$ cat config.mk
export PLATFORM = sky130hd
export DESIGN_NAME = cmd_stream_loader
export DESIGN_NICKNAME = d
export VERILOG_FILES = /design/src/rtl/cmd_loader_pkg.sv /design/src/rtl/cmd_mem_port.sv /design/src/rtl/cmd_stream_loader.sv
export SDC_FILE = /design/constraint.sdc
export NUM_CORES = 1
export LEC_CHECK = 0
export CELL_PAD_IN_SITES_DETAIL_PLACEMENT = 0
export CELL_PAD_IN_SITES_GLOBAL_PLACEMENT = 1
export CORE_ASPECT_RATIO = 0.6
export CORE_UTILIZATION = 26
export DETAILED_ROUTE_END_ITERATION = 12
export PLACE_DENSITY = 0.58
export SETUP_SLACK_MARGIN = 0.05
export SLEW_MARGIN = 10
export SYNTH_ARGS = -nofsm -noshare
export SYNTH_HDL_FRONTEND = slang
export SYNTH_SLANG_ARGS = --single-unit
$ cat constraint.sdc
create_clock -name clock -period 5.2 [get_ports clock]
set_input_delay 1.04 -clock clock [delete_from_list [all_inputs] [get_ports clock]]
set_output_delay 1.04 -clock clock [all_outputs]
set_load 0.05 [all_outputs]
$ cat src/rtl/cmd_loader_pkg.sv
// Shared types and constants for the /CMD stream loader: parser states,
// record type bytes, status codes and record length decoding.
package cmd_loader_pkg;

   typedef enum logic [2:0] {
      IDLE,
      TYPE,
      LEN,
      ADDR_LO,
      ADDR_HI,
      DATA,
      SKIP,
      END
   } state_t;

   typedef enum logic [1:0] {
      KIND_LOAD,
      KIND_XFER,
      KIND_SKIP
   } kind_t;

   localparam logic [7:0] TYPE_EOF    = 8'h00;
   localparam logic [7:0] TYPE_LOAD   = 8'h01;
   localparam logic [7:0] TYPE_XFER   = 8'h02;
   localparam logic [7:0] TYPE_SKIP_A = 8'h05;
   localparam logic [7:0] TYPE_SKIP_B = 8'h1F;

   localparam logic [1:0] ST_OK       = 2'b00;
   localparam logic [1:0] ST_TRUNC    = 2'b01;
   localparam logic [1:0] ST_NO_XFER  = 2'b10;
   localparam logic [1:0] ST_BAD_TYPE = 2'b11;

   // The length byte of a load record also covers the two address bytes,
   // so small values wrap around to the top of the 9-bit range.
   function automatic logic [8:0] load_count(input logic [7:0] len);
      return (len >= 8'd3) ? ({1'b0, len} - 9'd2) : ({1'b0, len} + 9'd254);
   endfunction

   function automatic logic [8:0] xfer_count(input logic [7:0] len);
      return (len >= 8'd2) ? ({1'b0, len} - 9'd2) : 9'd0;
   endfunction

   function automatic logic [8:0] skip_count(input logic [7:0] len);
      return (len == 8'd0) ? 9'd256 : {1'b0, len};
   endfunction

endpackage

$ cat src/rtl/cmd_mem_port.sv
// Memory write side of the loader: one pending write, one skid entry,
// the auto-incrementing address counter and the registered stall request.
module cmd_mem_port
   import cmd_loader_pkg::*;
#(
   parameter int                 ADDR_W    = 16,
   parameter logic [ADDR_W-1:0]  LOAD_BASE = '0
) (
   input  logic              clock,
   input  logic              reset_n,
   input  logic              byte_vld,
   input  logic [7:0]        byte_data,
   input  logic              addr_load,
   input  logic [15:0]       addr_val,
   input  logic              flush,
   input  logic              mem_ready,
   output logic              mem_wr,
   output logic [ADDR_W-1:0] mem_addr,
   output logic [7:0]        mem_data,
   output logic              ioctl_wait
);

   logic       hs;
   logic       skid_load;
   logic       skid_vld;
   logic [7:0] skid_data;

   assign hs = mem_wr && mem_ready;

   // A byte needs the skid entry whenever the write slot stays occupied
   // through this cycle: either not yet accepted, or refilled from the skid.
   assign skid_load = byte_vld && !flush && mem_wr && (!hs || skid_vld);

   always_ff @(posedge clock or negedge reset_n) begin
      if (!reset_n) begin
         mem_wr     <= 1'b0;
         mem_addr   <= '0;
         mem_data   <= 8'h00;
         ioctl_wait <= 1'b0;
         skid_vld   <= 1'b0;
      end else begin
         if (hs)
            mem_addr <= mem_addr + ADDR_W'(1);
         if (addr_load)
            mem_addr <= LOAD_BASE + ADDR_W'(addr_val);

         if (flush) begin
            skid_vld   <= 1'b0;
            if (hs)
               mem_wr <= 1'b0;
            ioctl_wait <= mem_wr && !hs;
         end else if (!mem_wr || hs) begin
            if (skid_vld) begin
               mem_data   <= skid_data;
               mem_wr     <= 1'b1;
               ioctl_wait <= 1'b1;
               skid_vld   <= skid_load;
            end else if (byte_vld) begin
               mem_data   <= byte_data;
               mem_wr     <= 1'b1;
               ioctl_wait <= 1'b1;
            end else begin
               mem_wr     <= 1'b0;
               ioctl_wait <= 1'b0;
            end
         end else begin
            if (skid_load)
               skid_vld <= 1'b1;
            ioctl_wait <= 1'b1;
         end
      end
   end

   always_ff @(posedge clock) begin
      if (skid_load)
         skid_data <= byte_data;
   end

endmodule

$ cat src/rtl/cmd_stream_loader.sv
// /CMD record stream parser: decodes record headers from the ioctl byte
// stream and hands load-record payload bytes to the memory write port.
module cmd_stream_loader
   import cmd_loader_pkg::*;
#(
   parameter int                 ADDR_W    = 16,
   parameter logic [ADDR_W-1:0]  LOAD_BASE = '0,
   parameter logic [7:0]         MIN_INDEX = 8'd2
) (
   input  logic              clock,
   input  logic              reset_n,
   input  logic              ioctl_download,
   input  logic [7:0]        ioctl_index,
   input  logic              ioctl_wr,
   input  logic [7:0]        ioctl_dout,
   output logic              ioctl_wait,
   output logic              mem_wr,
   input  logic              mem_ready,
   output logic [ADDR_W-1:0] mem_addr,
   output logic [7:0]        mem_data,
   output logic              loader_download,
   output logic [15:0]       execute_addr,
   output logic              execute_enable,
   output logic [1:0]        status
);

   state_t     state;
   kind_t      kind;
   logic [8:0] cnt;
   logic [7:0] addr_lo;
   logic       dl_p1;

   logic       dl_rise;
   logic       byte_in;
   logic       byte_vld;
   logic       addr_load;
   logic       trunc;

   assign dl_rise   = ioctl_download && !dl_p1;
   assign byte_in   = ioctl_wr && ioctl_download;
   assign byte_vld  = byte_in && (state == DATA);
   assign addr_load = byte_in && (state == ADDR_HI) && (kind == KIND_LOAD);
   // Losing the download inside a record (anywhere but a record boundary)
   // means the file was cut short.
   assign trunc     = !ioctl_download &&
                      ((state == LEN) || (state == ADDR_LO) || (state == ADDR_HI) ||
                       (state == DATA) || (state == SKIP));

   cmd_mem_port #(
      .ADDR_W    (ADDR_W),
      .LOAD_BASE (LOAD_BASE)
   ) u_mem_port (
      .clock      (clock),
      .reset_n    (reset_n),
      .byte_vld   (byte_vld),
      .byte_data  (ioctl_dout),
      .addr_load  (addr_load),
      .addr_val   ({ioctl_dout, addr_lo}),
      .flush      (trunc),
      .mem_ready  (mem_ready),
      .mem_wr     (mem_wr),
      .mem_addr   (mem_addr),
      .mem_data   (mem_data),
      .ioctl_wait (ioctl_wait)
   );

   always_ff @(posedge clock or negedge reset_n) begin
      if (!reset_n) begin
         state           <= IDLE;
         kind            <= KIND_LOAD;
         cnt             <= 9'd0;
         addr_lo         <= 8'h00;
         dl_p1           <= 1'b0;
         loader_download <= 1'b0;
         execute_addr    <= 16'h0000;
         execute_enable  <= 1'b0;
         status          <= ST_OK;
      end else begin
         dl_p1          <= ioctl_download;
         execute_enable <= 1'b0;

         if (trunc) begin
            status          <= ST_TRUNC;
            loader_download <= 1'b0;
            state           <= IDLE;
         end else begin
            case (state)
               IDLE: begin
                  if (dl_rise && (ioctl_index >= MIN_INDEX)) begin
                     loader_download <= 1'b1;
                     status          <= ST_OK;
                     state           <= TYPE;
                  end
               end
               TYPE: begin
                  if (!ioctl_download) begin
                     loader_download <= 1'b0;
                     state           <= IDLE;
                  end else if (ioctl_wr) begin
                     case (ioctl_dout)
                        TYPE_LOAD: begin
                           kind  <= KIND_LOAD;
                           state <= LEN;
                        end
                        TYPE_XFER: begin
                           kind  <= KIND_XFER;
                           state <= LEN;
                        end
                        TYPE_SKIP_A, TYPE_SKIP_B: begin
                           kind  <= KIND_SKIP;
                           state <= LEN;
                        end
                        TYPE_EOF: begin
                           status          <= ST_NO_XFER;
                           loader_download <= 1'b0;
                           state           <= END;
                        end
                        default: begin
                           status          <= ST_BAD_TYPE;
                           loader_download <= 1'b0;
                           state           <= END;
                        end
                     endcase
                  end
               end
               LEN: begin
                  if (ioctl_wr) begin
                     case (kind)
                        KIND_LOAD: begin
                           cnt   <= load_count(ioctl_dout);
                           state <= ADDR_LO;
                        end
                        KIND_XFER: begin
                           cnt   <= xfer_count(ioctl_dout);
                           state <= ADDR_LO;
                        end
                        default: begin
                           cnt   <= skip_count(ioctl_dout);
                           state <= SKIP;
                        end
                     endcase
                  end
               end
               ADDR_LO: begin
                  if (ioctl_wr) begin
                     addr_lo <= ioctl_dout;
                     state   <= ADDR_HI;
                  end
               end
               ADDR_HI: begin
                  if (ioctl_wr) begin
                     if (kind == KIND_LOAD) begin
                        state <= DATA;
                     end else begin
                        execute_addr   <= {ioctl_dout, addr_lo};
                        execute_enable <= 1'b1;
                        if (cnt != 9'd0) begin
                           state <= SKIP;
                        end else begin
                           loader_download <= 1'b0;
                           state           <= END;
                        end
                     end
                  end
               end
               DATA: begin
                  if (ioctl_wr) begin
                     cnt <= cnt - 9'd1;
                     if (cnt == 9'd1)
                        state <= TYPE;
                  end
               end
               SKIP: begin
                  if (ioctl_wr) begin
                     cnt <= cnt - 9'd1;
                     if (cnt == 9'd1) begin
                        if (kind == KIND_SKIP) begin
                           state <= TYPE;
                        end else begin
                           loader_download <= 1'b0;
                           state           <= END;
                        end
                     end
                  end
               end
               END: begin
                  if (!ioctl_download)
                     state <= IDLE;
               end
               default: state <= IDLE;
            endcase
         end
      end
   end

endmodule

==> out/results.ini <==
[hold_path]
hold_class = flop to flop
min_delay_path_depth = 1

[synth]
netlist_instances = 427
synth_edf_count = 8
yosysWarnings = 0
syn_avg_cell_area_um2 = 9.80
syn-num-nets = 453
async_flop_share_pct = 89.7
synth.distinct_cells = 63
synth_compound_area_share_pct = 16.0
syn_area_mm2 = 0.00418
ys_seq_area_share_pct = 47.6
synth_mux_area_share_pct = 8.59
synth_xor_area_share_pct = 4.61
ys.flop_type = dfrtp_1
synthAdderAreaFrac_pct = 1.73
synthSimpleGateAreaFrac_pct = 17.2
synth_top_family_by_area = simple AND/OR/NAND/NOR gates
ys_ff_latch = 78

[floorplan]
core-area_mm2 = 0.0155
dieHeight_um = 100
rows = 35
start_util_pct = 26.9
fp.dieW_um = 166
ioPinCount = 67
die-area_mm2 = 0.0166

[timing]
fmax_mhz = 292
slew_violations = 0
fin_crit_sh_pct = 65.8
finClkSkew_ps = 9.42
slew_headroom_pct = 26.1
setup_tns_ps = 0
tightest_slew_ps = 1110
setup_viol = 0
rsz0062_at_grt = false
fin_crit_ps = 3420
hold_viol_final = 0

[power]
p_sw_mw = 1.26
p_int_mw = 1.63
p_leak_nw = 2.13
switching_share_pct = 43.5
clock_power_share_pct = 19.9
combPwrFrac_pct = 44.3
p_seq_share_pct = 35.8
peakVddDrop_uv = 206
power.density_mw_per_mm2 = 548

[outcome]
failed_checks = DRC
status = complete, but fails checks

[global_routing]
grt_pass1_wl_um = 18600
grt_pass1_vias = 3326
gr-usage-all-layers_pct = 14.5
grt_max_degree = 40
antenna_found_initial = 0
grt_overflow_total = 0

[setup_path]
critPathLaunchType = primary input
required_ps = 5360
crit_type = primary input to flop
critical_path.endpoint_type = flop
r2r_cells = 5
crit_fanout = 9
worstPathArrival_ps = 3590

[place]
placed_cell_area_mm2 = 0.00501
dp_hpwl_um = 8270
port_buffers = 65
place.gp.congestion = 0.778

[finish]
area_delta_synth_final_pct = 26.3
multi_input_area_mm2 = 0.00201
fin_area_mm2 = 0.00528
layout.nets = 508
seq_area_mm2 = 0.00199
fill_cells = 1598
final_common_cell = dfrtp_1
drive_gt1_share_pct = 10.9
diodes = 0
final_cell_mix = 70 x dfrtp_1, 64 x clkdlybuf4s50_1, 44 x nor2_1

[clock_network]
cts_resized = 0
postCtsSetupBuffers = 0
numClockSinks = 78
h-tree-depth = 3
cts_made_buffers = 9
ctsLongestPathBuffers = 2
cts_tree = done
cts_hold_repair.buffers = 0
clk_latency_ps = 330
clkTransAtPathRegs_ps = 60
clock-root-buffer = clkbuf_16

[routing]
route.detailed.wl_per_inst_um = 16.6
initialDrtViolationCount = 248
via_count = 3406
drt-total-wl_um = 11500
via_per_inst = 4.94
ant_nets = 0
first_pass_iters = 8
drc = 5

[job]
max_cap_violations = 0

## final timing paths
path | slack (ps) | to | startpoint
worst max-delay path | 1780 | cnt[6] | ioctl_dout[6]
max in group asynchronous | 3400 | u_mem_port.mem_addr[3] | reset_n
min in group asynchronous | 780 | u_mem_port.mem_data[2] | reset_n
worst max register to register | 2730 | u_mem_port.mem_data[1] | state[2]
worst min-delay path | 500 | execute_addr[11] | execute_addr[11]
worst min register to register | 500 | execute_addr[11] | execute_addr[11]
## per-layer routing
metal | wire length, µm | vias to the layer above | global-route usage, %
met1 | 6310 | 1669 | 22.4
li1 | - | 1655 | -
met3 | 515 | 4 | 3.47
met2 | 4580 | 78 | 19.8
met5 | 0 | - | 0
met4 | 54 | 0 | 3.67
## kinds of logic (layout without fill, tap and decap cells)
family                     after synthesis  count (layout)
DFF                                     78              78
buffers and inverters                   44             104
xor gates and xnor gates                22              22
adders and majority gates                6               6
and+or+nand+nor                        141             141
AOI/OAI and AO/OA                      103             103
muxes                                   33              33
## power groups by stage
stage / sequential, mW / clock (mW) / combinational [mW]
after floorplan: 1.40 / 0 / 0.490
after global placement: 1.04 / 0 / 1.27
after detailed placement: 1.05 / 0 / 1.28
after CTS: 1.04 / 0.597 / 1.29
after global routing: 1.07 / 0.625 / 1.37
final: 1.04 / 0.577 / 1.28
## per-stage QoR
step	hold WS [ps]	instances	total power [mW]	worst slack [ps]	util, %
5_1_grt	528	690	3.07	1530	34.0
3_5_place_dp	479	674	2.33	1510	32.2
4_1_cts	506	690	2.92	1850	34.0
6_report	504	690	2.90	1780	34.0
3_3_place_gp	481	674	2.32	1490	32.2
2_1_floorplan	487	427	1.89	2440	-
## final cells by class
class | count | area share, %
multi-input combinational | 305 | 38.1
timing repair buffer | 70 | 12.9
clock buffer | 12 | 4.67
clock inverter | 4 | 0.450
sequential | 78 | 37.7
inverter | 18 | 1.28
tap | 203 | 4.81
## registers in the layout (all words and copies together) (netlist names)
register and cells:
u_mem_port.mem_wr 1, u_mem_port.skid_data 8, execute_addr 16, kind 2
dl_p1 1, u_mem_port.mem_addr 16, cnt 9, addr_lo 8
execute_enable 1, state 3, u_mem_port.mem_data 8, status 2
loader_download 1, u_mem_port.ioctl_wait 1, u_mem_port.skid_vld 1
## cell usage after synthesis, drive strengths merged, types with 2 or more instances
library cell | number | area [µm²]
nor4 | 6 | 52.6
nand2b | 3 | 18.8
a31o | 2 | 17.5
o21ai | 22 | 110
o211a | 3 | 30.0
a311oi | 2 | 17.5
dfrtp | 70 | 1750
or3 | 3 | 23.8
nand2 | 27 | 101
a32oi | 2 | 17.5
nor2 | 44 | 165
o31ai | 2 | 15.0
xnor2 | 13 | 114
mux2i | 10 | 100
a21o | 2 | 15.0
clkbuf | 21 | 78.8
xor2 | 9 | 78.8
o22ai | 4 | 25.0
buf | 5 | 30.0
nor3b | 3 | 22.5
a22oi | 2 | 15.0
and3 | 3 | 18.8
nor2b | 5 | 31.3
o221ai | 3 | 26.3
ha | 5 | 62.6
and4 | 3 | 26.3
mux2 | 23 | 259
inv | 18 | 67.6
or4 | 4 | 37.5
o21a | 2 | 15.0
a31oi | 2 | 12.5
nand3 | 17 | 85.1
a211oi | 3 | 27.5
nand4 | 6 | 37.5
nor3 | 14 | 75.1
a21oi | 36 | 180
a2bb2oi | 3 | 26.3
edfxtp | 8 | 240
## worst max-delay path, cell delays in order
cell and delay, ps:
clkdlybuf4s50_1 680, nor3_1 690, nand3_1 210, o31ai_1 700
o221ai_1 250
No activity file was read; power rests on OpenSTA's default activity.
